<file path="src/rtl/ddc_phase_ctrl.sv">
// Phase table + load/settle/resync/wait sequencer for N_CH DDC channels.
// Ports: cfg_* table writes, start/ch_en command, ddc_valid in; phase_*, resync, status out.
module ddc_phase_ctrl #(
  parameter int N_CH       = 4,
  parameter int SETTLE_CYC = 8,
  parameter int TIMEOUT    = 64
) (
  input  logic                    s_axis_aclk,
  input  logic                    rst,
  input  logic                    cfg_we,
  input  logic [$clog2(N_CH)-1:0] cfg_addr,
  input  logic [19:0]             cfg_pinc,
  input  logic [19:0]             cfg_poff,
  input  logic [N_CH-1:0]         ch_en,
  input  logic                    start,
  input  logic [N_CH-1:0]         ddc_valid,
  output logic [63:0]             phase_tdata,
  output logic [N_CH-1:0]         phase_tvalid,
  output logic                    resync,
  output logic                    busy,
  output logic                    done,
  output logic                    err,
  output logic [N_CH-1:0]         err_mask,
  output logic                    cfg_dropped
);

  localparam int AW   = $clog2(N_CH);
  localparam int CMAX = (SETTLE_CYC > TIMEOUT) ? SETTLE_CYC : TIMEOUT;
  localparam int CW   = $clog2(CMAX + 1);

  typedef enum logic [2:0] {
    S_IDLE,
    S_LOAD,
    S_SETTLE,
    S_RESYNC,
    S_WAIT
  } state_t;

  state_t          state, state_d;
  logic [AW-1:0]   idx, idx_d, ridx;
  logic [CW-1:0]   cnt, cnt_d;
  logic [N_CH-1:0] en_q, en_d, ren;
  logic [N_CH-1:0] seen, seen_d, seen_n;
  logic [N_CH-1:0] tvalid_d, err_mask_d;
  logic [63:0]     tdata_d;
  logic            resync_d, busy_d, done_d, err_d, drop_d;
  logic            fire, addr_ok;
  logic [39:0]     tbl [N_CH];

  if ((1 << AW) == N_CH) begin : g_pow2
    assign addr_ok = 1'b1;
  end else begin : g_npow2
    assign addr_ok = {1'b0, cfg_addr} < (AW + 1)'(N_CH);
  end

  // Table has no reset so contents survive a mid-sequence rst.
  always_ff @(posedge s_axis_aclk) begin
    if (cfg_we && !busy && addr_ok)
      tbl[cfg_addr] <= {cfg_poff, cfg_pinc};
  end

  // Output regs are loaded one cycle ahead of the beat they
  // present, so the comb side always looks at the next index.
  always_comb begin
    state_d    = state;
    idx_d      = idx;
    cnt_d      = cnt;
    en_d       = en_q;
    seen_d     = seen;
    seen_n     = seen | (ddc_valid & en_q);
    err_mask_d = err_mask;
    drop_d     = cfg_dropped | (cfg_we & busy);
    resync_d   = 1'b0;
    done_d     = 1'b0;
    err_d      = 1'b0;
    tvalid_d   = '0;
    tdata_d    = '0;
    fire       = 1'b0;
    ridx       = '0;
    ren        = en_q;
    unique case (state)
      S_IDLE: begin
        if (start) begin
          en_d       = ch_en;
          err_mask_d = '0;
          drop_d     = 1'b0;
          if (ch_en == '0) begin
            done_d = 1'b1;
          end else begin
            state_d = S_LOAD;
            idx_d   = '0;
            ren     = ch_en;
            fire    = 1'b1;
          end
        end
      end
      S_LOAD: begin
        if (idx == AW'(N_CH - 1)) begin
          state_d = S_SETTLE;
          cnt_d   = '0;
        end else begin
          idx_d = idx + 1'b1;
          ridx  = idx + 1'b1;
          fire  = 1'b1;
        end
      end
      S_SETTLE: begin
        if (cnt == CW'(SETTLE_CYC - 1)) begin
          state_d  = S_RESYNC;
          resync_d = 1'b1;
        end else begin
          cnt_d = cnt + 1'b1;
        end
      end
      S_RESYNC: begin
        seen_d  = '0;
        cnt_d   = '0;
        state_d = S_WAIT;
      end
      S_WAIT: begin
        seen_d = seen_n;
        // Completion is checked first so it wins a tie with timeout.
        if (seen_n == en_q) begin
          done_d  = 1'b1;
          state_d = S_IDLE;
        end else if (cnt == CW'(TIMEOUT - 1)) begin
          err_d      = 1'b1;
          err_mask_d = en_q & ~seen_n;
          state_d    = S_IDLE;
        end else begin
          cnt_d = cnt + 1'b1;
        end
      end
      default: state_d = S_IDLE;
    endcase
    if (fire && ren[ridx]) begin
      tvalid_d = {{(N_CH-1){1'b0}}, 1'b1} << ridx;
      tdata_d  = {12'h000, tbl[ridx][39:20], 12'h000, tbl[ridx][19:0]};
    end
    busy_d = (state_d != S_IDLE);
  end

  always_ff @(posedge s_axis_aclk) begin
    if (rst) begin
      state        <= S_IDLE;
      idx          <= '0;
      cnt          <= '0;
      en_q         <= '0;
      seen         <= '0;
      phase_tdata  <= '0;
      phase_tvalid <= '0;
      resync       <= 1'b0;
      busy         <= 1'b0;
      done         <= 1'b0;
      err          <= 1'b0;
      err_mask     <= '0;
      cfg_dropped  <= 1'b0;
    end else begin
      state        <= state_d;
      idx          <= idx_d;
      cnt          <= cnt_d;
      en_q         <= en_d;
      seen         <= seen_d;
      phase_tdata  <= tdata_d;
      phase_tvalid <= tvalid_d;
      resync       <= resync_d;
      busy         <= busy_d;
      done         <= done_d;
      err          <= err_d;
      err_mask     <= err_mask_d;
      cfg_dropped  <= drop_d;
    end
  end

endmodule

</file>
<file path="config.mk">
export PLATFORM = sky130hd
export DESIGN_NAME = ddc_phase_ctrl
export DESIGN_NICKNAME = d
export VERILOG_FILES = /design/src/rtl/ddc_phase_ctrl.sv
export SDC_FILE = /design/constraint.sdc
export NUM_CORES = 1
export LEC_CHECK = 0
export CORE_UTILIZATION = 45
export CTS_CLUSTER_DIAMETER = 40
export DETAILED_ROUTE_END_ITERATION = 10
export DONT_BUFFER_PORTS = 1
export HOLD_SLACK_MARGIN = 0.08
export PLACE_DENSITY = 0.58
export SYNTH_ARGS = -nofsm -noshare
export SYNTH_HDL_FRONTEND = slang
export SYNTH_SLANG_ARGS = --single-unit
</file>
<file path="constraint.sdc">
create_clock -name s_axis_aclk -period 5.7 [get_ports s_axis_aclk]
set_input_delay 0.57 -clock s_axis_aclk [delete_from_list [all_inputs] [get_ports s_axis_aclk]]
set_output_delay 0.57 -clock s_axis_aclk [all_outputs]
set_load 0.01 [all_outputs]
</file>
### Word-level counts from Yosys, hierarchy flattened

Memories as Yosys holds them, arrays and structs flattened. A register that Yosys moved wholly into a read port is not among the register bits.
Cells that the tools add are included.
Widths: inputs -> output; s select.

* bits in registers: 57
* RAM bits: 160
* input port bits: 54
* output and inout port bits: 77
* logic and storage cells: 102
* memories: 1

* $add $sub $neg: 2
* magnitude comparators: 1
* equal/unequal tests: 16
* shifts and indexed selects: 1
* muxes and demuxes: 42
* bitwise logic cells: 9
* reductions and logical operators: 17

Memory list
* tbl: depth 4, width 40, read ports 1, clocked after Yosys merged registers in 1, write ports 1, line 48 `logic [39:0] tbl [N_CH];`

Operators by type and width (number)
* $mux 7: 4
* $pmux 7 s4: 1
* $mux 4: 6
* $mux 3: 6
* $ne 2x2->1 const B: 8
* $pmux 4 s2: 2
* $pmux 3 s5: 1
* $mux 1: 13
* $mux 2: 5
* $and 4x4->4: 2
* $reduce_and 4->1: 2
* $add 7x1->7 const B: 1
* $eq 7x3->1 const B: 1
* $eq 7x6->1 const B: 1
* $eq 3x2->1 const B: 2
* $reduce_bool 2->1: 3
* $reduce_and 5->1: 1
* $eq 4x4->1: 1
* $logic_not 4->1: 1
* $not 4->4: 1
* $or 4x4->4: 1
* $pmux 1 s2: 2
* $pmux 2 s2: 1
* $reduce_bool 4->1: 1
* other kinds (17): 21

### Longest topological paths before layout

* depth in word-level cells: 9
* mapped depth: 7

### Least setup slack after synthesis

OpenSTA, ideal clock, no wires.

* path type: in2reg
* start point: input port cfg_we
* end point: memory tbl[0][0], enable pin
* setup time: 0.496 ns
* arrival: 3.760 ns
* path slack: 1.444 ns
* stages: 2
* cell sequence: nor2b_1 -> nor3b_1

* cells in the longest elaborated chain, start to end: 3

Ends and longest elaborated chain
* start, declared: line 10 `input logic cfg_we,`
* $logic_and 1x1->1: line 58 `if (cfg_we && !busy && addr_ok)`
* $mux 1: line 58
* $mux 1 (implied by the code): line 59 `tbl[cfg_addr] <= {cfg_poff, cfg_pinc};`
* end, declared: line 48

Every way passes these cells.

### Final worst setup path

* start point: register idx[0]
* end point: register phase_tdata[39], read port of tbl

* cells in the longest elaborated chain, start to end: 8

Ends and longest elaborated chain
* start, declared: line 40 `logic [AW-1:0] idx, idx_d, ridx;`
* start signal, assigned: line 160 `idx <= idx_d;`
* $add 2x1->2 / $eq 2x2->1 (equally long branches): line 103, 98
* $mux 2: line 98 `if (idx == AW'(N_CH - 1)) begin`
* $mux 2: line 81 `unique case (state)`
* $bmux 1 s2: line 136 `if (fire && ren[ridx]) begin`
* $mux 1 (implied by the code): line 136
* $logic_and 1x1->1: line 136
* $not 1->1 (no source line)
* $reduce_or 2->1 (no source line)
* end, declared: line 17 `output logic [63:0] phase_tdata,`

Several ways; a longest one is shown, not always the timed one. The select of a mux whose other input is x is not followed.
A chain may end at the register's enable or synchronous reset.

==> impl_metrics.env <==
export IMPL_cp_end_kind="flop"
export IMPL_postCtsSetupBuffers=0
export IMPL_clk_latency_ps=500
export IMPL_clk_pin_slew_ps=60
export IMPL_synth_cell_type_count=52
export IMPL_drt_iter0_markers=433
export IMPL_die_y_um=147
export IMPL_grt_max_degree=82
export IMPL_die_area_mm2=0.0216
export IMPL_holdPathEnd="tbl[2][7]"
export IMPL_slew_headroom=0.148
export IMPL_nets=745
export IMPL_synth_top_cell_by_area="edfxtp_1"
export IMPL_grtUsageTotal=0.207
export IMPL_drv_slew=0
export IMPL_skew_ps=19.4
export IMPL_portBuffers=0
export IMPL_synth_area_mm2=0.00944
export IMPL_min_path_type="input port to flop"
export IMPL_cts_sinks=233
export IMPL_required_ps=6110
export IMPL_hold_depth=0
export IMPL_wl_per_cell_um=22.3
export IMPL_ioPinCount=131
export IMPL_total_power_mw=4.17
export IMPL_vias=5793
export IMPL_critPathLaunchType="flop"
export IMPL_path_class="flop to flop"
export IMPL_grt_pass1_wl_um=34500
export IMPL_cts_resized=0
export IMPL_drc=0
export IMPL_regToRegEndpoint="phase_tdata[39]"
export IMPL_min_period_ps=3270
export IMPL_grt_overflow=0
export IMPL_dpl_worst_slack_ps=2400
export IMPL_std_cell_rows=52
export IMPL_setup_ws_ps=2430
export IMPL_rsz0062_at_grt="no"
export IMPL_ys_warn_count=0
export IMPL_initial_core_util=0.462
export IMPL_fin_util=0.520
export IMPL_drt_pre_antenna_iters=4
export IMPL_pwr_density_cell_mw_per_mm2=392
export IMPL_seq_area_mm2=0.00627
export IMPL_max_freq_mhz=306
export IMPL_worstReg2RegStart="idx[0]"
export IMPL_core_area_mm2=0.0204
export IMPL_h_tree_depth=2
export IMPL_multiInputGateArea_mm2=0.00281
export IMPL_fin_setup_tns_ps=0
export IMPL_synth_ff_type="edfxtp_1"
export IMPL_path_max_fanout=21
export IMPL_synth_async_reset_ratio=0
export IMPL_grt_pass1_vias=6026
export IMPL_dp_hpwl_um=11500
export IMPL_cts_hold_buf=0
export IMPL_layout_drive_gt1_share=0.120
export IMPL_p_leak_nw=3.53
export IMPL_seq_area_frac_synth=0.664
export IMPL_worst_slew_pin_slew_ps=1280
export IMPL_cts_root_buffer="clkbuf_16"
export IMPL_synth_seq_cells=233
export IMPL_synth_edf_count=160
export IMPL_worst_r2r_cell_count=6
export IMPL_synthDominantCellAreaShare=0.509
export IMPL_vdd_drop_max_mv=0.190
export IMPL_ant_nets=0
export IMPL_setup_viol=0
export IMPL_via_per_inst=5.91
export IMPL_status="complete, no violations"
export IMPL_gpl_final_weighted_congestion=0.791
export IMPL_clock_path_buffers=3
export IMPL_hold_viol=0
export IMPL_avgSynthCellArea_um2=13.5
export IMPL_n_fill_cell=1742
export IMPL_r2r_setup_slack_ps=2430
export IMPL_fin_crit_sh=0.573
export IMPL_min_delay_start="cfg_pinc[7]"
export IMPL_maxCapViolCount=0
export IMPL_finalWirelength_um=21800
export IMPL_fp_dieW_um=147
export IMPL_ys_top_cells_by_area="edfxtp_1 (51%), dfxtp_1 (15%), nand4b_1 (3.8%)"
export IMPL_antenna_found_initial=0
export IMPL_syn2layout_area_growth_pct=12.5
export IMPL_cts_made_buffers=34
export IMPL_arrival_ps=3680
export IMPL_cts_tree="yes"
export IMPL_n_antenna_cell=0
export IMPL_synth_cells=701
==> kinds of logic (layout without fill, tap and decap cells) <==
logic type,after synthesis,count (layout),synth area share
simple gates,210,210,0.137
mux,9,9,0.00967
compound gates,156,156,0.127
xor+xnor,1,1,0.000928
fa+ha+maj,6,6,0.00795
other cells,1,24,0.000397
flops,233,233,0.664
buf+inv,85,71,0.0525
==> layout by cell type (no fill, tap or decap), types with 4 or more instances in the layout <==
cell type,instances
a21boi_0,39
a21oi_1,20
a22o_1,4
and3_1,40
buf_4,8
clkbuf_16,37
clkinv_2,8
conb_1,24
dfxtp_1,73
edfxtp_1,160
ha_1,6
mux2i_1,8
nand2_1,61
nand2b_1,8
nand4b_1,41
nor2_1,16
nor3_1,7
o2111ai_1,39
o211ai_1,41
==> worst max path at each step <==
stage | start | to | depth (start not counted)
floorplan | cfg_we | tbl[0][0] | 2
global placement | idx[0] | phase_tdata[39] | 6
detailed placement | idx[0] | phase_tdata[39] | 6
CTS | idx[0] | phase_tdata[39] | 6
global route | idx[0] | phase_tdata[35] | 6
finish | idx[0] | phase_tdata[39] | 6
==> sequential cells by signal, summed over array words and instances (netlist names), 2 cells and up <==
name	cells
en_q	4
seen	4
idx	2
tbl	160
state	3
err_mask	4
cnt	7
phase_tdata	40
phase_tvalid	4
==> per-layer routing <==
layer / vias to the layer above / wire length [um] / GRT usage
li1: 2647 / - / -
met1: 2907 / 9220 / 0.270
met2: 201 / 10400 / 0.329
met3: 38 / 1680 / 0.0587
met4: 0 / 568 / 0.0813
met5: - / 0 / 0
==> worst max-delay path, stage by stage (launching register included) <==
cell	delay, ps
dfxtp_1	480
ha_1	310
or3b_1	410
a2111oi_4	1150
buf_4	470
nand3_2	140
o221ai_2	220
==> stage by stage <==
stage / area (um^2) / hold WS (ps) / std cells
6_report: 10600 / 159 / 980
5_1_grt: 10600 / 146 / 980
4_1_cts: 10600 / 148 / 980
3_5_place_dp: 9490 / 453 / 919
3_3_place_gp: 9490 / 441 / 919
2_1_floorplan: 9530 / 428 / 724
==> Yosys cell counts, types with 4 or more instances <==
cell and count:
and3_1 41, a21boi_0 39, nand2b_1 8, nor3b_1 4, ha_1 6, buf_4 26
nand4b_1 41, a22o_1 4, edfxtp_1 160, buf_6 9, nand2_1 61, dfxtp_1 73
mux2i_1 8, o211ai_1 41, a21oi_1 22, clkbuf_1 39, o2111ai_1 39, buf_2 8
nor2_1 18, nor3_1 7
==> layout make-up <==
type,instances,area share
clock buffer,41,0.0895
clock inverter,20,0.0179
inverter,2,0.000706
multi-input combinational,406,0.265
sequential,233,0.590
tap,270,0.0318
timing repair buffer,8,0.00565
==> power by group <==
group	internal, mW	leakage [nW]	switching [mW]
Sequential	1.86	2.05	0.0274
Combinational	0.0547	0.923	0.161
Clock	1.32	0.558	0.735
Total	3.24	3.53	0.923
Note: power is estimated with default switching activity, not from simulation.
